`src/rtl/s3g_int_reporter.sv`:
```
// s3g_int_reporter: interrupt aggregation and report requester for the S3G link.
// Latches edge/level sources into a pending register, applies a mask and
// write-1-to-clear, and hands pending&mask snapshots to the s3g_tx arbiter.
// Optional feature macro: INT_REREPORT_EN (periodic re-report of still-pending
// unmasked interrupts every INTS_TIMER cycles). Undefined: no holdoff timer.
module s3g_int_reporter #(
    parameter int unsigned         NUM_INTS    = 32,
    parameter logic [NUM_INTS-1:0] EDGE_MASK   = {NUM_INTS{1'b1}},
    parameter int unsigned         INTS_TIMER  = 1000000,
    parameter int unsigned         TIMER_WIDTH = 32
) (
    input  logic                clk,
    input  logic                rst,
    input  logic [NUM_INTS-1:0] ints_in,
    input  logic                mask_stb,
    input  logic [NUM_INTS-1:0] mask_data,
    input  logic                clr_stb,
    input  logic [NUM_INTS-1:0] clr_data,
    output logic                report_req,
    output logic [NUM_INTS-1:0] report_ints,
    input  logic                report_ack,
    output logic [NUM_INTS-1:0] ints_pending,
    output logic [NUM_INTS-1:0] ints_mask
);

    typedef enum logic [1:0] {
        ST_IDLE,
        ST_REQ,
        ST_HOLD
    } state_t;

    state_t              r_state;
    logic [NUM_INTS-1:0] r_prev;
    logic [NUM_INTS-1:0] r_pending;
    logic [NUM_INTS-1:0] r_mask;
    logic [NUM_INTS-1:0] r_reported;
    logic [NUM_INTS-1:0] r_report_ints;
    logic                r_report_req;

    logic [NUM_INTS-1:0] w_set;
    logic [NUM_INTS-1:0] w_clr;
    logic [NUM_INTS-1:0] w_active;
    logic [NUM_INTS-1:0] w_new;
    logic                w_expired;

    // Source detection, clear qualification and the active/new-bit views
    always_comb begin
        // Edge channels see the rising edge only; level channels pass straight through
        w_set    = ints_in & ~(r_prev & EDGE_MASK);
        w_clr    = clr_stb ? clr_data : '0;
        w_active = r_pending & r_mask;
        w_new    = w_active & ~r_reported;
    end

`ifdef INT_REREPORT_EN
    localparam logic [TIMER_WIDTH-1:0] LP_RELOAD = TIMER_WIDTH'(INTS_TIMER - 1);

    logic [TIMER_WIDTH-1:0] r_timer;

    assign w_expired = (r_timer == '0);

    // Holdoff countdown: loaded on report ack, saturates at zero while holding
    always_ff @(posedge clk) begin
        if (rst) begin
            r_timer <= '0;
        end else if (r_state == ST_REQ && report_ack) begin
            r_timer <= LP_RELOAD;
        end else if (r_state == ST_HOLD && r_timer != '0) begin
            r_timer <= r_timer - 1'b1;
        end
    end
`else
    assign w_expired = 1'b0;
`endif

    // Edge history, pending register (set wins over clear) and mask register
    always_ff @(posedge clk) begin
        if (rst) begin
            r_prev    <= '0;
            r_pending <= '0;
            r_mask    <= '1;
        end else begin
            r_prev    <= ints_in;
            r_pending <= (r_pending & ~w_clr) | w_set;
            if (mask_stb) begin
                r_mask <= mask_data;
            end
        end
    end

    // Report FSM: request, wait for ack, then hold off until new bits or expiry
    always_ff @(posedge clk) begin
        if (rst) begin
            r_state       <= ST_IDLE;
            r_report_req  <= 1'b0;
            r_report_ints <= '0;
            r_reported    <= '0;
        end else begin
            case (r_state)
                ST_IDLE: begin
                    if (w_active != '0) begin
                        r_state       <= ST_REQ;
                        r_report_req  <= 1'b1;
                        r_report_ints <= w_active;
                        r_reported    <= w_active;
                    end
                end
                ST_REQ: begin
                    if (report_ack) begin
                        r_state      <= ST_HOLD;
                        r_report_req <= 1'b0;
                    end
                end
                ST_HOLD: begin
                    if (w_active == '0) begin
                        r_state <= ST_IDLE;
                    end else if (w_new != '0 || w_expired) begin
                        r_state       <= ST_REQ;
                        r_report_req  <= 1'b1;
                        r_report_ints <= w_active;
                        r_reported    <= w_active;
                    end
                end
                default: begin
                    r_state      <= ST_IDLE;
                    r_report_req <= 1'b0;
                end
            endcase
        end
    end

    assign report_req   = r_report_req;
    assign report_ints  = r_report_ints;
    assign ints_pending = r_pending;
    assign ints_mask    = r_mask;

endmodule

```
`config.mk`:
```
export PLATFORM = sky130hd
export DESIGN_NAME = s3g_int_reporter
export DESIGN_NICKNAME = d
export VERILOG_FILES = /design/src/rtl/s3g_int_reporter.sv
export SDC_FILE = /design/constraint.sdc
export NUM_CORES = 1
export LEC_CHECK = 0
export CAP_MARGIN = 10
export CORE_UTILIZATION = 55
export CTS_BUF_LIST = sky130_fd_sc_hd__clkbuf_16
export DETAILED_ROUTE_END_ITERATION = 8
export DONT_BUFFER_PORTS = 1
export PLACE_DENSITY = 0.7
export REMOVE_ABC_BUFFERS = 1
export SLEW_MARGIN = 10
export SYNTH_ARGS = -nofsm -noshare
export SYNTH_HDL_FRONTEND = slang
export SYNTH_SLANG_ARGS = --single-unit
```
`constraint.sdc`:
```
create_clock -name clk -period 1.82 [get_ports clk]
set_input_delay 0.546 -clock clk [delete_from_list [all_inputs] [get_ports clk]]
set_output_delay 0.546 -clock clk [all_outputs]
set_load 0.1 [all_outputs]
```
==> impl_metrics.csv, run 1 <==
group,metric,value,unit
place,dpl.cell_count,729,
detailed_routing,routed_via_density,5.79,
clocking,clkSinkCount,131,
synth,synth_largest_area_cell,"dfxtp_1",
cells_and_area,drive_gt1_frac,0.263,
clocking,htreeDepth,4,
cells_and_area,fill_cells,667,
global_route,grt_max_degree,101,
sta,hold_ws,0.202,ns
run_status,status,"complete, but fails checks",
worst_setup_path,crit_required,2.12,ns
detailed_routing,postRouteAntennaNets,0,
cells_and_area,area_delta_synth_final,30.7,%
worst_setup_path,r2r-end,"report_ints[8]$_SDFFE_PP0P_",
worst_setup_path,critical_path_arrival,2.13,ns
worst_setup_path,crit_path_start,"ints_pending[25]$_SDFF_PP0_",
cells_and_area,num_antenna_cells,0,
detailed_routing,drcViolationCount,12,
worst_setup_path,r2r_cells,7,
power_and_ir_drop,power.density,1300,nW/µm²
clocking,cts-root-buf,"clkbuf_16",
hold_path,hold_path.class,"in -> reg",
floorplanning,start_util,0.574,
floorplanning,core_area,8850,µm²
sta,setup_viol,3,
synth,synth_seq_cells,131,
clocking,cts_tree,"done",
sta,finClkSkew,0.00761,ns
place,place_hpwl,9120,µm
synth,synth-edff-count,0,
synth,yosysMostFrequentCell,"dfxtp_1",
detailed_routing,via_count,4414,
run_status,violations,"design-rule violations, negative setup slack",
worst_setup_path,cp-endpoint,"report_ints[8]$_SDFFE_PP0P_",
sta,slew_violations,0,
global_route,grt.overflow.total,0,
worst_setup_path,crit_fanout,11,
synth,yosys_warnings,0,
synth,synthTopCellsByCount,"dfxtp_1 (131), nand2_1 (97), nor2b_1 (64)",
synth,async_flop_share,0,
place,placed_cell_area,5830,µm²
flow_run,max_cap_viol_count,0,
cells_and_area,design_area,6640,µm²
floorplanning,dieArea,9630,µm²
synth,ys.flop_type,"dfxtp_1",
detailed_routing,drt_wl_total,13800,µm
sta,fmax,0.546,GHz
floorplanning,pin_count,198,
clocking,clk_pin_slew_worst_paths,0.06,ns
power_and_ir_drop,peakVddDrop,0.000676,V
cells_and_area,final_cells,762,
floorplanning,die_h,98.1,µm
place,gp_congestion,0.731,
worst_setup_path,worst-r2r-setup-slack,-0.01,ns
sta,setup_ws,-0.0106,ns
worst_setup_path,crit_type,"reg -> reg",
worst_setup_path,startpoint_type,"flip-flop",
sta,tns,-0.0155,ns
synth,avgSynthCellArea,9.36,µm²
clocking,clockBufferDepth,2,
detailed_routing,wl_per_cell,18.1,µm
global_route,antenna_found_initial,0,
sta,final_hold_viol_count,0,
clocking,clock_latency,0.41,ns
sta,min_period,1.83,ns
sta,finalCritPeriodShare,1.01,
global_route,grt_pass1_vias,4584,
sta,grt_setup_unrepaired,"true",
synth,ys_seq_area_frac,0.516,
floorplanning,die_width,98.1,µm
place,io_buffers,0,
clocking,cts_hold_buf,0,
worst_setup_path,r2r-start,"ints_pending[25]$_SDFF_PP0_",
detailed_routing,drtPass1Iterations,8,
detailed_routing,first_iter_violations,208,
global_route,grt_first_pass_wirelength,22100,µm
synth,synth_top_cells_by_area,"dfxtp_1 (52%), nor2b_1 (7.9%), nand2_1 (7.2%)",
synth,synth_top_area_share,0.516,
worst_setup_path,end_kind,"flip-flop",
sta,tightest_slew,0.374,ns
sta,max_slew_margin,0.751,
power_and_ir_drop,finalPower,8.61,mW
floorplanning,rows,34,
cells_and_area,final_nets,742,
synth,syn_area,5080,µm²
synth,synthDistinctLibCells,28,
clocking,cts_buffers,17,
global_route,grt_use_total,0.288,
synth,syn_inst,543,
power_and_ir_drop,power.leakage,2.84,nW
## routing by layer
layer / global-route usage / vias up / routed length [µm]
li1: - / 2092 / -
met2: 0.488 / 179 / 6870
met4: 0.114 / 0 / 274
met3: 0.0938 / 22 / 1100
met1: 0.340 / 2121 / 5540
met5: 0 / - / 0
## worst min path at each step
stage / cells after the start / start / slack [ns] / end
5_1_grt: 1 / rst / 0.19 / r_prev[26]$_SDFF_PP0_
3_3_place_gp: 2 / report_req$_SDFFE_PP0P_ / 0.51 / report_req$_SDFFE_PP0P_
6_report: 1 / rst / 0.20 / r_prev[12]$_SDFF_PP0_
2_1_floorplan: 2 / r_state[0]$_SDFFE_PP0P_ / 0.49 / r_state[0]$_SDFFE_PP0P_
4_1_cts: 1 / rst / 0.20 / r_prev[31]$_SDFF_PP0_
3_5_place_dp: 3 / r_prev[20]$_SDFF_PP0_ / 0.52 / ints_pending[20]$_SDFF_PP0_
## kinds of logic (layout without fill, tap and decap cells)
logic type             count (synthesis)  in the layout  synth area share
multiplexers                          32             32            0.0630
buffers and inverters                 37            148            0.0480
AND/OR/NAND/NOR                      264            264             0.264
flip-flops                           131            131             0.516
AO/OA/AOI/OAI                         79             79             0.109
## state kept, by name, indices dropped and copies added (netlist names)
register / count
r_prev: 32
r_state: 2
report_req: 1
ints_mask: 32
report_ints: 32
ints_pending: 32
## final cells by class
type	count	area [µm²]	share of cell area
flip-flops and latches	131	2630	0.396
clock buffers	17	425	0.0640
well taps	108	135	0.0203
clock inverters	15	216	0.0326
multi-input cells	375	2340	0.353
inverters	3	11.3	0.00169
repair buffers	113	882	0.133
## cell usage in the layout (no fill, tap or decap), drive strengths merged, types with 2 or more instances in the layout
cell type and instances:
dfxtp 131, clkbuf 17, a21oi 35, a31o 32
nand4 8, nand3 2, nand3b 20, bufinv 5
nor4 36, nor2 35, mux2i 32, nor2b 64
clkinv 4, o2111ai 7, nand2 97, o22ai 2
inv 7, buf 113, clkinvlp 2
## per-stage QoR
| stage | worst slack (ns) | utilization |
|---|---|---|
| after floorplan | -0.957 | - |
| after global placement | -0.0249 | 0.658 |
| after detailed placement | -0.0307 | 0.658 |
| after CTS | 0.00628 | 0.736 |
| after global routing | -0.0931 | 0.751 |
| final | -0.0106 | 0.751 |
## worst max-delay path: stages, from the launching register on
cell	delay [ns]
dfxtp_1	0.33
nand2_1	0.12
nand4_1	0.19
nor4_4	0.34
a21o_1	0.24
buf_4	0.22
nor4_1	0.08
a31o_1	0.19
## timing repair
action	CTS	global route
setup endpoints to repair	29	34
pin swaps	1	2
gates cloned	1	0
setup buffers	0	0
resized for setup	10	28
## where the power goes
| part | internal [mW] | switching (mW) | leakage (nW) |
|---|---|---|---|
| clock network | 2.42 | 1.26 | 0.317 |
| logic | 0.414 | 1.36 | 1.44 |
| registers | 3.05 | 0.101 | 1.09 |
Power figures use the tool's default switching activity.
==> run 2, diff against run 1 <==
--- a/config.mk
+++ b/config.mk
@@ -10,7 +10,7 @@
 export CTS_BUF_LIST = sky130_fd_sc_hd__clkbuf_16
 export DETAILED_ROUTE_END_ITERATION = 8
 export DONT_BUFFER_PORTS = 1
-export PLACE_DENSITY = 0.7
+export PLACE_DENSITY = 0.71
 export REMOVE_ABC_BUFFERS = 1
 export SLEW_MARGIN = 10
 export SYNTH_ARGS = -nofsm -noshare
==> impl_metrics.csv, run 2 (same netlist as run 1, synthesis figures left out) <==
group,metric,value,unit
run_status,status,"complete, but fails checks",
run_status,violations,"design-rule violations, negative setup slack",
sta,setup_viol,1,
place,place_hpwl,9280,µm
detailed_routing,drtPass1Iterations,7,
global_route,grt_use_total,0.296,
worst_setup_path,critical_path_arrival,2.17,ns
global_route,grt_first_pass_wirelength,22300,µm
clocking,clkSinkCount,131,
sta,tns,-0.00402,ns
floorplanning,start_util,0.574,
cells_and_area,final_nets,743,
detailed_routing,drt_wl_total,14000,µm
worst_setup_path,crit_required,2.17,ns
sta,finClkSkew,0.0103,ns
clocking,htreeDepth,4,
detailed_routing,drcViolationCount,13,
power_and_ir_drop,p_int,5.74,mW
cells_and_area,final_common_cell,"dfxtp_1",
floorplanning,die_h,98.1,µm
clocking,clock_latency,0.41,ns
place,io_buffers,0,
worst_setup_path,crit_type,"reg -> reg",
power_and_ir_drop,seqPwrFrac,0.373,
clocking,cts_setup_buffers,0,
detailed_routing,via_count,4341,
cells_and_area,final_cells,763,
hold_path,hold_path.class,"in -> reg",
clocking,cts_hold_buf,0,
global_route,grt.overflow.total,0,
sta,grt_setup_unrepaired,"true",
sta,tightest_slew,0.393,ns
power_and_ir_drop,power.density,1290,nW/µm²
power_and_ir_drop,peakVddDrop,0.000831,V
global_route,grt_max_degree,101,
clocking,clk_pin_slew_worst_paths,0.06,ns
cells_and_area,fill_cells,674,
sta,slew_violations,0,
power_and_ir_drop,swShare,0.320,
floorplanning,pin_count,198,
detailed_routing,wl_per_cell,18.3,µm
cells_and_area,num_antenna_cells,0,
clocking,clockBufferDepth,2,
sta,min_period,1.82,ns
power_and_ir_drop,combPwrFrac,0.209,
place,gp_congestion,0.769,
global_route,antenna_found_initial,0,
worst_setup_path,startpoint_type,"flip-flop",
place,placed_cell_area,5830,µm²
place,dpl.cell_count,729,
clocking,cts_buffers,17,
cells_and_area,area_delta_synth_final,28.8,%
global_route,grt_pass1_vias,4586,
cells_and_area,mostFrequentLayoutCells,"dfxtp_1 (127), buf_4 (109), nand2_1 (97), nor2b_1 (64)",
flow_run,max_cap_viol_count,0,
worst_setup_path,end_kind,"flip-flop",
sta,max_slew_margin,0.735,
clocking,cts_tree,"done",
sta,fmax,0.548,GHz
worst_setup_path,crit_fanout,9,
floorplanning,die_width,98.1,µm
sta,final_hold_viol_count,0,
sta,setup_ws,-0.00402,ns
floorplanning,rows,34,
cells_and_area,drive_gt1_frac,0.244,
cells_and_area,design_area,6550,µm²
power_and_ir_drop,power.leakage,2.82,nW
place,pre_cts_ws,-0.127,ns
floorplanning,core_area,8850,µm²
detailed_routing,routed_via_density,5.69,
detailed_routing,first_iter_violations,133,
power_and_ir_drop,p_clk_frac,0.418,
power_and_ir_drop,p_switching,2.70,mW
floorplanning,dieArea,9630,µm²
sta,finalCritPeriodShare,1.00,
detailed_routing,postRouteAntennaNets,0,
clocking,cts-root-buf,"clkbuf_16",
sta,hold_ws,0.203,ns
-- run 2: cell types whose count changed in the layout (fill, tap and decap cells not counted), sizes merged --
cell	previous run	this run
buf	113	114
bufinv	5	4
clkinv	4	5
-- run 2: power groups by stage --
stage | clock network [mW] | logic, mW | registers, mW
after floorplan | 0 | 0.368 | 4.19
after global placement | 0 | 1.72 | 3.19
after detailed placement | 0 | 1.73 | 3.21
after CTS | 3.57 | 1.75 | 3.15
after global routing | 3.69 | 1.84 | 3.17
final | 3.53 | 1.76 | 3.15
-- run 2: cell type report --
cell class | instances | area [µm²] | share of cell area
clock inverter | 15 | 190 | 0.0291
multi-input combinational | 375 | 2280 | 0.348
clock buffer | 17 | 425 | 0.0650
inverter | 3 | 11.3 | 0.00172
tap | 108 | 135 | 0.0206
sequential | 131 | 2630 | 0.401
timing repair buffer | 114 | 878 | 0.134
-- run 2: timing repair --
| item | 4_1_cts | 5_1_grt |
|---|---|---|
| cloned | 2 | 0 |
| pin swaps | 1 | 2 |
| resized for setup | 11 | 12 |
| setup endpoints to repair | 32 | 33 |
-- run 2: final timing paths --
| path | startpoint | to | depth (start not counted) | slack [ns] |
|---|---|---|---|---|
| hold / removal | rst | r_prev[12]$_SDFF_PP0_ | 1 | 0.20 |
| hold reg to reg | r_prev[12]$_SDFF_PP0_ | ints_pending[12]$_SDFF_PP0_ | 3 | 0.53 |
| setup reg to reg | ints_pending[22]$_SDFF_PP0_ | report_ints[4]$_SDFFE_PP0P_ | 8 | -0.004 |
| setup / recovery | ints_pending[22]$_SDFF_PP0_ | report_ints[4]$_SDFFE_PP0P_ | 8 | -0.004 |
-- run 2: critical path, stage by stage, from the launching register on --
cell,delay (ns)
dfxtp_1,0.33
nand2_1,0.13
o2111ai_2,0.26
nor4_2,0.07
buf_4,0.14
and3_4,0.19
buf_8,0.14
nor4_1,0.36
a31o_1,0.14
-- run 2: layer usage --
layer  vias up  share of wire  GRT usage
met5         -              0          0
li1       2091              -          -
met1      2052           0.39      0.321
met3        20          0.090      0.108
met2       178           0.50      0.525
met4         0          0.016      0.113
-- run 2: metrics by stage --
stage | power [mW] | util
final | 8.44 | 0.740
after global placement | 4.91 | 0.658
after CTS | 8.47 | 0.734
after global routing | 8.70 | 0.740
after floorplan | 4.56 | -
after detailed placement | 4.94 | 0.658
